<file path="config.mk">
export PLATFORM = sky130hd
export DESIGN_NAME = sync_fifo_fwft
export DESIGN_NICKNAME = d
export VERILOG_FILES = /design/src/rtl/fifo_pkg.sv /design/src/rtl/fifo_ram_2p.sv /design/src/rtl/sync_fifo_fwft.sv
export SDC_FILE = /design/constraint.sdc
export NUM_CORES = 1
export LEC_CHECK = 0
export ABC_AREA = 1
export BUFFER_PORTS_ARGS = -buffer_cell sky130_fd_sc_hd__buf_2
export CAP_MARGIN = 20
export CORE_MARGIN = 4
export CORE_UTILIZATION = 29
export DETAILED_ROUTE_END_ITERATION = 7
export GPL_ROUTABILITY_DRIVEN = 0
export PLACE_DENSITY = 0.54
export SKIP_LAST_GASP = 1
export SYNTH_ARGS = -nofsm -noshare
export SYNTH_HDL_FRONTEND = slang
export SYNTH_SLANG_ARGS = --single-unit
</file>
<file path="constraint.sdc">
create_clock -name clk -period 3.3 [get_ports clk]
set_input_delay 0.825 -clock clk [delete_from_list [all_inputs] [get_ports clk]]
set_output_delay 0.825 -clock clk [all_outputs]
set_load 0.02 [all_outputs]
</file>
<file path="src/rtl/fifo_pkg.sv">
// Shared helpers and default watermark settings for the FIFO family.
package fifo_pkg;

  localparam int AFULL_MARGIN   = 2;
  localparam int AEMPTY_DEFAULT = 2;

  function automatic int clog2(input int value);
    int r;
    int v;
    r = 0;
    v = value - 1;
    while (v > 0) begin
      r++;
      v = v >> 1;
    end
    return r;
  endfunction

endpackage

</file>
<file path="src/rtl/fifo_ram_2p.sv">
// Simple dual-port RAM: one synchronous write port, one registered read port; q updates only on re.
// No reset on the array or on q, so it maps onto block RAM.
module fifo_ram_2p #(
  parameter int DWIDTH = 32,
  parameter int AWIDTH = 4
) (
  input  logic              clk,
  input  logic              we,
  input  logic [AWIDTH-1:0] waddr,
  input  logic [DWIDTH-1:0] d,
  input  logic              re,
  input  logic [AWIDTH-1:0] raddr,
  output logic [DWIDTH-1:0] q
);

  logic [DWIDTH-1:0] mem [0:(1<<AWIDTH)-1];

  always_ff @(posedge clk) begin
    if (we) mem[waddr] <= d;
    if (re) q <= mem[raddr];
  end

  // Read-during-write to one address has no defined result here; the FIFO never issues it.
  a_no_rdw_collision : assert property (@(posedge clk) !(we && re && (waddr == raddr)));

endmodule

</file>
<file path="src/rtl/sync_fifo_fwft.sv">
// FWFT FIFO over a sync-read RAM: a push into an empty FIFO appears on out_data one cycle later.
// in_ready is registered (count < DEPTH); out_data holds while out_ready is low.
module sync_fifo_fwft
  import fifo_pkg::*;
#(
  parameter int DWIDTH        = 32,
  parameter int DEPTH         = 16,
  parameter int AWIDTH        = clog2(DEPTH),
  parameter int AFULL_THRESH  = DEPTH - AFULL_MARGIN,
  parameter int AEMPTY_THRESH = AEMPTY_DEFAULT
) (
  input  logic              clk,
  input  logic              rst_n,
  input  logic [DWIDTH-1:0] in_data,
  input  logic              in_valid,
  output logic              in_ready,
  output logic [DWIDTH-1:0] out_data,
  output logic              out_valid,
  input  logic              out_ready,
  output logic [AWIDTH:0]   count,
  output logic              almost_full,
  output logic              almost_empty
);

  localparam int CW = AWIDTH + 1;

  if (DEPTH < 4 || (DEPTH & (DEPTH - 1)) != 0) begin : g_bad_depth
    $error("sync_fifo_fwft: DEPTH must be a power of two and at least 4");
  end
  if (AWIDTH != clog2(DEPTH)) begin : g_bad_awidth
    $error("sync_fifo_fwft: AWIDTH is derived from DEPTH and must not be overridden");
  end
  if (AFULL_THRESH > DEPTH || AEMPTY_THRESH >= AFULL_THRESH) begin : g_bad_thresh
    $error("sync_fifo_fwft: almost_full/almost_empty thresholds out of range");
  end

  logic              push;
  logic              pop;
  logic              head_free;
  logic              ram_empty;
  logic              ld_from_in;
  logic              ld_from_ram;
  logic              ram_we;
  logic              ram_re;
  logic [AWIDTH-1:0] wr_ptr;
  logic [AWIDTH-1:0] rd_ptr;
  logic [AWIDTH-1:0] rd_ptr_nxt;
  logic [AWIDTH-1:0] ram_cnt;
  logic [AWIDTH-1:0] ram_left;
  logic [DWIDTH-1:0] ram_q;
  logic [DWIDTH-1:0] byp_data;
  logic              byp_sel;
  logic [AWIDTH:0]   count_nxt;

  // ram_cnt counts entries behind the head; the head is always filled first, so ram_cnt <= DEPTH-1.
  always_comb begin
    push        = in_valid & in_ready;
    pop         = out_valid & out_ready;
    head_free   = !out_valid | pop;
    ram_empty   = (ram_cnt == '0);
    ld_from_in  = push & head_free & ram_empty;
    ld_from_ram = head_free & !ram_empty;
    ram_we      = push & !ld_from_in;
    rd_ptr_nxt  = rd_ptr + AWIDTH'(ld_from_ram);
    ram_left    = ram_cnt - AWIDTH'(ld_from_ram);
    ram_re      = (ram_left != '0);
    count_nxt   = count + CW'(push) - CW'(pop);
  end

  // The RAM is read one cycle ahead at the next head address. When the entry being written
  // becomes the RAM head in the same cycle, reading it would collide, so it is captured in byp_data.
  always_ff @(posedge clk or negedge rst_n) begin
    if (!rst_n) begin
      wr_ptr       <= '0;
      rd_ptr       <= '0;
      ram_cnt      <= '0;
      out_valid    <= 1'b0;
      out_data     <= '0;
      byp_sel      <= 1'b0;
      byp_data     <= '0;
      count        <= '0;
      in_ready     <= 1'b0;
      almost_full  <= 1'b0;
      almost_empty <= 1'b1;
    end else begin
      if (ram_we) wr_ptr <= wr_ptr + AWIDTH'(1);
      rd_ptr  <= rd_ptr_nxt;
      ram_cnt <= ram_left + AWIDTH'(ram_we);

      if (ld_from_in) begin
        out_data  <= in_data;
        out_valid <= 1'b1;
      end else if (ld_from_ram) begin
        out_data  <= byp_sel ? byp_data : ram_q;
        out_valid <= 1'b1;
      end else if (pop) begin
        out_valid <= 1'b0;
      end

      byp_sel <= !ram_re & ram_we;
      if (!ram_re && ram_we) byp_data <= in_data;

      count        <= count_nxt;
      in_ready     <= (count_nxt < CW'(DEPTH));
      almost_full  <= (count_nxt >= CW'(AFULL_THRESH));
      almost_empty <= (count_nxt <= CW'(AEMPTY_THRESH));
    end
  end

  fifo_ram_2p #(
    .DWIDTH (DWIDTH),
    .AWIDTH (AWIDTH)
  ) u_ram (
    .clk   (clk),
    .we    (ram_we),
    .waddr (wr_ptr),
    .d     (in_data),
    .re    (ram_re),
    .raddr (rd_ptr_nxt),
    .q     (ram_q)
  );

endmodule

</file>
==> reports/summary.md, run 1 <==
The post-cts hold buffer count is 0, and the maximum resistive drop on vdd is 0.799 mV. The post-synthesis mux area share was 0.0120. In the routed design, unresolved DRC markers number 0. In this run the static leakage power is 12.9 nW. The signal on the critical path passes through nor2_1, nand2_1, nand2_1, inv_1, ha_4, buf_12, nor2_1, nor2_1, o21ai_0, nand3_1, nand3_1, nand2_1. The die width is 311 um, and the number of failing setup endpoints in the final timing report is 0. For the worst-skew pair, the clock arrives at the later sink with an insertion delay of 0.60 ns. For this run, the leading register cell type out of synthesis is sky130_fd_sc_hd__edfxtp_1. The total clock buffers created by CTS was 71. The number of enable-type register cells in the synthesized netlist works out to 544.

The wire-length estimate of the detail-placed layout is 41,000 um. STA puts the critical path data arrival time at 3.01 ns. In this run, synthesis produced a sequential element count of 630.

Of all cell types, the one taking the most synthesized area is sky130_fd_sc_hd__edfxtp_1. For this run, the post-layout net count is 2,639. The total of buffers placed on input and output ports is 76.

For this run, the top clock speed supported by timing is 394 MHz. The run finished with clean final reports. Share of the clock period used by the worst path: 0.770. Relative slew slack: 0.368. The library cell used most frequently in the layout, excluding fill and tap cells, is sky130_fd_sc_hd__nand2_1.

The run gives 3 as the number of H-tree branching levels. The initial antenna violation count is 6. The detail-routed via count per cell is 4.58. The logs give 34,200 um for the routed wire length on met2 and 5 for the length of the first detailed-routing pass in iterations. The largest fanout on the critical path was 85. Once placement completed, the tool counted placed cells totaling 3,690. For this block, the via count after detailed routing is 17.5k. Reported max-cap violation count: 0. The run gives 3,825 as the filler-free cell count of the finished design. The first global-routing pass estimated 109,000 um of wire. Post-CTS repair changed the size of 0 cells. The number of nets produced by synthesis was 2,545; the sequential cell area was 18,500 um^2. The post-synthesis compound-gate area fraction is 0.00696, and the post-route standard cell area excluding fillers is 31,300 um^2. The initial core utilization was 0.294; the clock-pin transition on the worst setup and hold timing paths was 0.06 ns.

The highest cell delay on the worst timing path came out at 0.42 ns. A synthesized cell averages 10.7 um^2. The layout has 8,971 filler cells.

For the worst setup path, the data required time is 3.77 ns. In this run the post-CTS setup repair buffer count came out at 0. Share of the synthesized area in the top cell type: 0.614. After detailed routing, the met3 layer carries 4050 um of wire.

Counting along the longest clock path gives a buffer depth of 3. Synthesis handed over a netlist of 2,493 instances. Broken down by cell family, the worst path's largest delay share belongs to simple AND/OR/NAND/NOR gates.

The area of the die is 96,700 um^2, and the register-to-register path setup slack is 0.76 ns. The clock net in this run drives a total of 630 sinks. The tools report the post-route worst hold slack as 0.279 ns. The Yosys step of the flow raised 0 warnings. The worst register-to-register path begins at ram_cnt[2].

The met1 layer wirelength in the final routing came out at 32,600 um. The tools report the initial detailed-routing violation count as 1,520. Dividing total power by cell area gives a power density of 1030 nW/um^2. Setup repair after global routing left no endpoint under its margin.

The worst setup path is launched from a flip-flop. The portion of the post-synthesis area used by sequential elements was 0.695; the measured slew at the worst slew-check pin was 0.946 ns. In the layout the commonest cells are 1,028 x sky130_fd_sc_hd__nand2_1, 544 x sky130_fd_sc_hd__edfxtp_1, 327 x sky130_fd_sc_hd__nand3_1. The simple logic cell fraction of the synthesized area works out to 0.221. The count of buffering cells on the critical path with inverters included came out at 2.

For this block, the routed nets add up to 72,100 um of wire. The floorplan step defined a core boundary enclosing 90,600 um^2. In the final routed layout, each cell accounts on average for 18.9 um. Cell type of the slowest stage on the worst timing path: sky130_fd_sc_hd__ha_4. The largest net degree at the start of global routing was 86.

The routed design could run at a clock period as short as 2.54 ns. The sort of element at the end of the critical path was a flip-flop. 77 I/O pins were placed.

The XOR/XNOR share of the synthesized area was 0.00353; the adder-cell share of the synthesized area was 0.00781. The fraction of synthesis flops using an asynchronous set or reset pin works out to 0.137. The number of global-route vias before repair was 17.0k. The global-route congestion overflow total came out at 0. The critical path is of the flip-flop to flip-flop type. Kind of path behind the tightest hold check: input port to async pin. The tools report the maximum clock skew at final layout as 0.0238 ns. TritonCTS built the clock tree. Endpoint of the lowest-slack register-to-register path: u_ram.q[1]. The placed instance area came out at 28,900 um^2. The final number of hold-violating endpoints was 0; the logic depth of the worst register-to-register path was 12. In this run the cell area of the synthesized design comes to 26,600 um^2.

The vertical die dimension was 311 um. The count of different cell masters after synthesis is 27. Sorting the synthesized cells by area gives the leading types as sky130_fd_sc_hd__edfxtp_1 61%, sky130_fd_sc_hd__nand2_1 15%, sky130_fd_sc_hd__dfrtp_1 8.0%, sky130_fd_sc_hd__nand3_1 6.2%, sky130_fd_sc_hd__inv_1 2.6%. The global-route total usage across every layer came out at 0.147.

Root buffer cell: sky130_fd_sc_hd__clkbuf_16. Compared with the post-synthesis result, the final layout area differs by 17.4%. Footprint of the multi-input gates: 6870 um^2. After floorplanning, the core was divided into 110 placement rows.

The total count of max-transition violations in the final report was 0. After detailed routing, no signal wire sits above met5. Once detail routing completed, the nets flagged for antenna violations numbered 0.

The share of final-layout standard cells stronger than drive strength 1 was 0.109. Dominant combinational cell family by area after synthesis: simple AND/OR/NAND/NOR gates.
## cells in the mapped netlist (2+ instances only)
library cell / n
sky130_fd_sc_hd__nand2_1: 1029
sky130_fd_sc_hd__edfxtp_1: 544
sky130_fd_sc_hd__nand3_1: 327
sky130_fd_sc_hd__inv_1: 186
sky130_fd_sc_hd__buf_2: 85
sky130_fd_sc_hd__dfrtp_1: 85
sky130_fd_sc_hd__nor2_1: 84
sky130_fd_sc_hd__mux2i_1: 32
sky130_fd_sc_hd__o21ai_0: 31
sky130_fd_sc_hd__clkbuf_1: 24
sky130_fd_sc_hd__ha_1: 15
sky130_fd_sc_hd__buf_6: 12
sky130_fd_sc_hd__buf_4: 6
sky130_fd_sc_hd__inv_2: 6
sky130_fd_sc_hd__o21ai_1: 4
sky130_fd_sc_hd__xor2_1: 4
sky130_fd_sc_hd__nor2_4: 3
sky130_fd_sc_hd__xnor2_1: 3
sky130_fd_sc_hd__a21oi_1: 2
sky130_fd_sc_hd__buf_1: 2
sky130_fd_sc_hd__nand2_2: 2
sky130_fd_sc_hd__xnor2_2: 2
## registers in the layout, indices dropped and copies added (netlist names)
name and flops:
byp_sel 1, almost_full 1, byp_data 32, in_ready 1
ram_cnt 4, almost_empty 1, rd_ptr 4, u_ram.mem 512
wr_ptr 4, count 5, out_valid 1, out_data 32
u_ram.q 32
## layer usage
| metal | up-vias | track usage |
|---|---|---|
| met1 | 8540 | 0.203 |
| li1 | 8422 | - |
| met5 | - | 0 |
| met4 | 4 | 0.0324 |
| met2 | 465 | 0.242 |
| met3 | 99 | 0.0276 |
## power breakdown
group          switching (W)  leakage (nW)  internal (W)
sequential          0.000502          6.02        0.0100
combinational        0.00939          5.70       0.00441
clock                0.00313          1.13       0.00469
## layout make-up
type	instances	area share
timing repair buffer	151	0.0435
inverter	192	0.0235
clock buffer	108	0.0669
antenna	4	0.000320
clock inverter	23	0.00721
tap	1176	0.0471
sequential	630	0.592
multi-input combinational	1541	0.220
## kinds of logic (layout without fill, tap and decap cells)
| kind of cell | count (synthesis) | after routing |
|---|---|---|
| and+or+nand+nor | 1447 | 1447 |
| adders and majority gates | 16 | 16 |
| xor gates and xnor gates | 9 | 9 |
| muxes | 32 | 32 |
| AOI/OAI and AO/OA | 37 | 37 |
| DFF | 630 | 630 |
| other | 0 | 4 |
| buffers and inverters | 322 | 474 |
## worst reg2reg max path: stages, from the launching register on
cell and delay (ns):
sky130_fd_sc_hd__dfrtp_1 0.41, sky130_fd_sc_hd__nor2_1 0.11, sky130_fd_sc_hd__nand2_1 0.13, sky130_fd_sc_hd__nand2_1 0.12, sky130_fd_sc_hd__inv_1 0.09, sky130_fd_sc_hd__ha_4 0.42, sky130_fd_sc_hd__buf_12 0.37, sky130_fd_sc_hd__nor2_1 0.17
sky130_fd_sc_hd__nor2_1 0.09, sky130_fd_sc_hd__o21ai_0 0.09, sky130_fd_sc_hd__nand3_1 0.21, sky130_fd_sc_hd__nand3_1 0.10, sky130_fd_sc_hd__nand2_1 0.09
## stage by stage
| stage | util | setup TNS, ns | power [W] | setup WS, ns |
|---|---|---|---|---|
| 2_1_floorplan | - | -9.26 | 0.0197 | -0.0723 |
| 3_3_place_gp | 0.319 | 0 | 0.0246 | 0.356 |
| 3_5_place_dp | 0.319 | 0 | 0.0246 | 0.312 |
| 4_1_cts | 0.345 | 0 | 0.0325 | 0.778 |
| 5_1_grt | 0.345 | 0 | 0.0344 | 0.595 |
| 6_report | 0.345 | 0 | 0.0321 | 0.760 |
## how the worst max path moves through the flow
stage	to	slack, ns	startpoint	cells past startpoint
6_report	u_ram.q[1]	0.76	ram_cnt[2]	12
5_1_grt	u_ram.q[1]	0.59	ram_cnt[2]	12
4_1_cts	u_ram.q[1]	0.78	ram_cnt[2]	12
3_5_place_dp	u_ram.q[1]	0.31	out_ready	13
3_3_place_gp	u_ram.q[26]	0.36	out_ready	14
2_1_floorplan	u_ram.mem[0][0]	-0.07	in_valid	8
Note: power is estimated with default switching activity, not from simulation.
==> run 2, diff against run 1 <==
==> constraint.sdc (replaced) <==
create_clock -name clk -period 2.6 [get_ports clk]
set_input_delay 0.65 -clock clk [delete_from_list [all_inputs] [get_ports clk]]
set_output_delay 0.65 -clock clk [all_outputs]
set_load 0.02 [all_outputs]
==> run 2 against run 1 <==
Effect of this change: final cell count grew 1.7%; final area grew 3.1%; via count grew 1.5%; global-route usage grew 0.24 points; worst hold slack lost 0.25 ns; sequential share of layout area shrank 1.8 points; maximum frequency grew 7.2%; wire length grew 1.4%; core utilization grew 1.1 points; sequential power grew 28%; first-iteration DRC count shrank 1.1%; sequential cell count is the same; critical path type unchanged; largest cell class unchanged.
==> reports/summary.md, run 2 (synthesized netlist as in run 1, its figures left out) <==
The run finished with clean final reports. The most common library cell in the layout ignoring fill and taps was sky130_fd_sc_hd__nand2_1 (unchanged). Number of nets at the end of the flow: 2,713 (was 2,639).

The global-route congestion overflow total is 0 (unchanged). The vertical die dimension came out at 311 um (unchanged). The final number of hold-violating endpoints is 0 (unchanged), and the total clock buffers created by CTS is 70 (was 71). The tools report the initial detailed-routing violation count as 1,503 (was 1,520).

The run gives 73,100 um (was 72,100 um) as the total length of routed wires. Cell-by-cell listing of the critical path: nor2_1, nand2_1, nand2_1, inv_1, ha_4, ha_4, inv_6, buf_12, nor2_1, o21ai_0, nand3_1, nand3_1, nand2_1 (was nor2_1, nand2_1, nand2_1, inv_1, ha_4, buf_12, nor2_1, nor2_1, o21ai_0, nand3_1, nand3_1, nand2_1). The global-route wire length before repair came out at 110,000 um (was 109,000 um).

Post-cts hold buffer count: 0 (unchanged). The logs give 0.0424 W (was 0.0321 W) for the overall power after layout and 17.8k (was 17.5k) for the via count of the routed design. The register with the most flip-flops was u_ram.mem (unchanged).

The run gives 0.294 (unchanged) as the initial core utilization. The logs give 0 (unchanged) for the reported max-cap violation count and 0 (unchanged) for the number of cells upsized or downsized after cts. The area overhead of the layout relative to synthesis was 21.1% (was 17.4%).

The average detailed-routed wire length per instance came out at 18.8 um (was 18.9 um). The tools report the standard-cell row count as 110 (unchanged). The maximum resistive drop on vdd was 0.829 mV (was 0.799 mV).

Commonest cells after routing, fill and taps aside: 1,026 x sky130_fd_sc_hd__nand2_1, 544 x sky130_fd_sc_hd__edfxtp_1, 327 x sky130_fd_sc_hd__nand3_1 (was 1,028 x sky130_fd_sc_hd__nand2_1, 544 x sky130_fd_sc_hd__edfxtp_1, 327 x sky130_fd_sc_hd__nand3_1). The largest fanout on the critical path works out to 24 (was 85). The measured slew at the worst slew-check pin was 0.838 ns (was 0.946 ns). The total count of max-transition violations in the final report is 0 (unchanged). The most numerous cell type found on the critical path is sky130_fd_sc_hd__nand2_1. The post-route standard cell area excluding fillers is 32,200 um^2 (was 31,300 um^2). The highest cell delay on the worst timing path works out to 0.41 ns (was 0.42 ns).

The tools report the number of antenna-violating nets in the routed design as 0 (unchanged). The tools report the number of global-route vias before repair as 17.3k (was 17.0k). The maximum clock skew at final layout was 0.0225 ns (was 0.0238 ns).

The number of H-tree branching levels is 3 (unchanged). The share of the clock period used by the worst path works out to 0.911 (was 0.770). The placed instance area was 30,000 um^2 (was 28,900 um^2); the length of the first detailed-routing pass in iterations was 6 (was 5).

The tools report the relative slew slack as 0.440 (was 0.368). The detail-routed via count per cell came out at 4.57 (was 4.58). The critical path class is flip-flop to flip-flop (unchanged). The kind of path behind the tightest hold check was input port to async pin (unchanged). The leakage component of the power is 13.3 nW (was 12.9 nW), and the power density of the placed cells is 1320 nW/um^2 (was 1030 nW/um^2). The tools report the area of the core region as 90,600 um^2 (unchanged). The fill cell instance count of the final layout is 8,962 (was 8,971). The placed wire-length estimate was 44,700 um (was 41,000 um). Setup repair after global routing left no endpoint under its margin. The flip-flop count of the largest register, all copies and words added works out to 512 (unchanged). Total of buffers placed on input and output ports: 76 (unchanged). Number of clock sinks: 630 (unchanged). The logic depth of the worst register-to-register path is 13 (was 12).

The number of diodes added for antenna fixing was 0 (was 4). TritonCTS built the clock tree. The run gives 3 (unchanged) as the maximum clock insertion buffer count. The tools report the sort of element at the end of the critical path as a flip-flop (unchanged). The logs give 96,700 um^2 (unchanged) for the area of the die and 2.96 ns (was 3.77 ns) for the required arrival time at the worst endpoint.

The initial antenna violation count is 1 (was 6), and the clock-pin transition on the worst setup and hold timing paths is 0.06 ns (about the same). The run gives 0 (unchanged) as the number of failing setup endpoints in the final timing report. The die width is 311 um (unchanged), and the data arrival time at the worst-slack endpoint is 2.73 ns (was 3.01 ns). Later-pin clock latency in the skew report: 0.61 ns (was 0.60 ns). Root buffer cell: sky130_fd_sc_hd__clkbuf_16 (unchanged). The post-CTS setup buffer count was 0 (unchanged).

The cell type of the slowest stage on the worst timing path was sky130_fd_sc_hd__dfrtp_1 (was sky130_fd_sc_hd__ha_4). The I/O pin count is 77 (unchanged), and the global-route total usage across every layer is 0.149 (was 0.147). The maximum clock rate came out at 422 MHz (was 394 MHz). Element type at the critical path start: a flip-flop (unchanged).

The final critical-path required period is 2.37 ns (was 2.54 ns), and the share of final-layout standard cells stronger than drive strength 1 is 0.136 (was 0.109). The run gives 0 (unchanged) as the remaining design rule violation count. The largest net degree at the start of global routing came out at 40 (was 86).
run 2: changes by cell type in the layout (fill, tap and decap cells not counted), sizes merged:
cell,delta
buf,+75
clkbuf,-17
clkinv,+11
diode,-4
bufinv,+2
inv,-2
clkinvlp,+1
run 2: stage by stage:
stage / setup TNS, ns / hold slack (ns) / utilization / worst slack [ns] / std cells
3_3_place_gp: -0.583 / 0.452 / 0.331 / -0.0622 / 3765
4_1_cts: 0 / 0.0286 / 0.356 / 0.205 / 3891
5_1_grt: 0 / 0.0506 / 0.356 / 0.0163 / 3891
2_1_floorplan: -130.58 / 0.354 / - / -0.410 / 2493
6_report: 0 / 0.0263 / 0.356 / 0.230 / 3891
3_5_place_dp: -0.111 / 0.458 / 0.331 / -0.0304 / 3765
run 2: metal layers:
layer | track usage | routed length, um | vias to the layer above | share of wire
met4 | 0.0336 | 1210 | 0 | 0.017
li1 | - | - | 8572 | -
met2 | 0.247 | 34800 | 442 | 0.48
met5 | 0 | 0 | - | 0
met3 | 0.0222 | 3680 | 89 | 0.050
met1 | 0.208 | 33400 | 8686 | 0.46
run 2: area by class of cell:
| type | count | area, um^2 | area share |
|---|---|---|---|
| clock inverters | 35 | 345 | 0.0107 |
| clock buffers | 91 | 1910 | 0.0594 |
| inverters | 192 | 737 | 0.0229 |
| repair buffers | 226 | 2370 | 0.0736 |
| well taps | 1176 | 1470 | 0.0457 |
| multi-input cells | 1541 | 6890 | 0.214 |
| flip-flops and latches | 630 | 18500 | 0.574 |
run 2: path summary, 6_finish.rpt:
path | from | end | slack (ns)
worst max-delay path | ram_cnt[2] | u_ram.q[7] | 0.23
worst min-delay path | rst_n | byp_data[5] | 0.03
worst max register to register | ram_cnt[2] | u_ram.q[7] | 0.23
worst min register to register | byp_data[22] | byp_data[22] | 0.47
max in group asynchronous | rst_n | almost_empty | 1.84
min in group clk | in_data[24] | u_ram.mem[8][24] | 0.44
run 2: worst max-delay path, delay by kind of cell (launching register included):
family / cells / cell delay [ns]
simple gates: 7 / 0.72
fa+ha+maj: 2 / 0.43
buf+inv: 3 / 0.46
compound gates: 1 / 0.08
flops: 1 / 0.41
run 2: power by group:
group	internal [W]	switching (W)	leakage [nW]
registers	0.0127	0.000677	6.02
clock network	0.00580	0.00403	1.12
logic	0.00712	0.0121	6.19
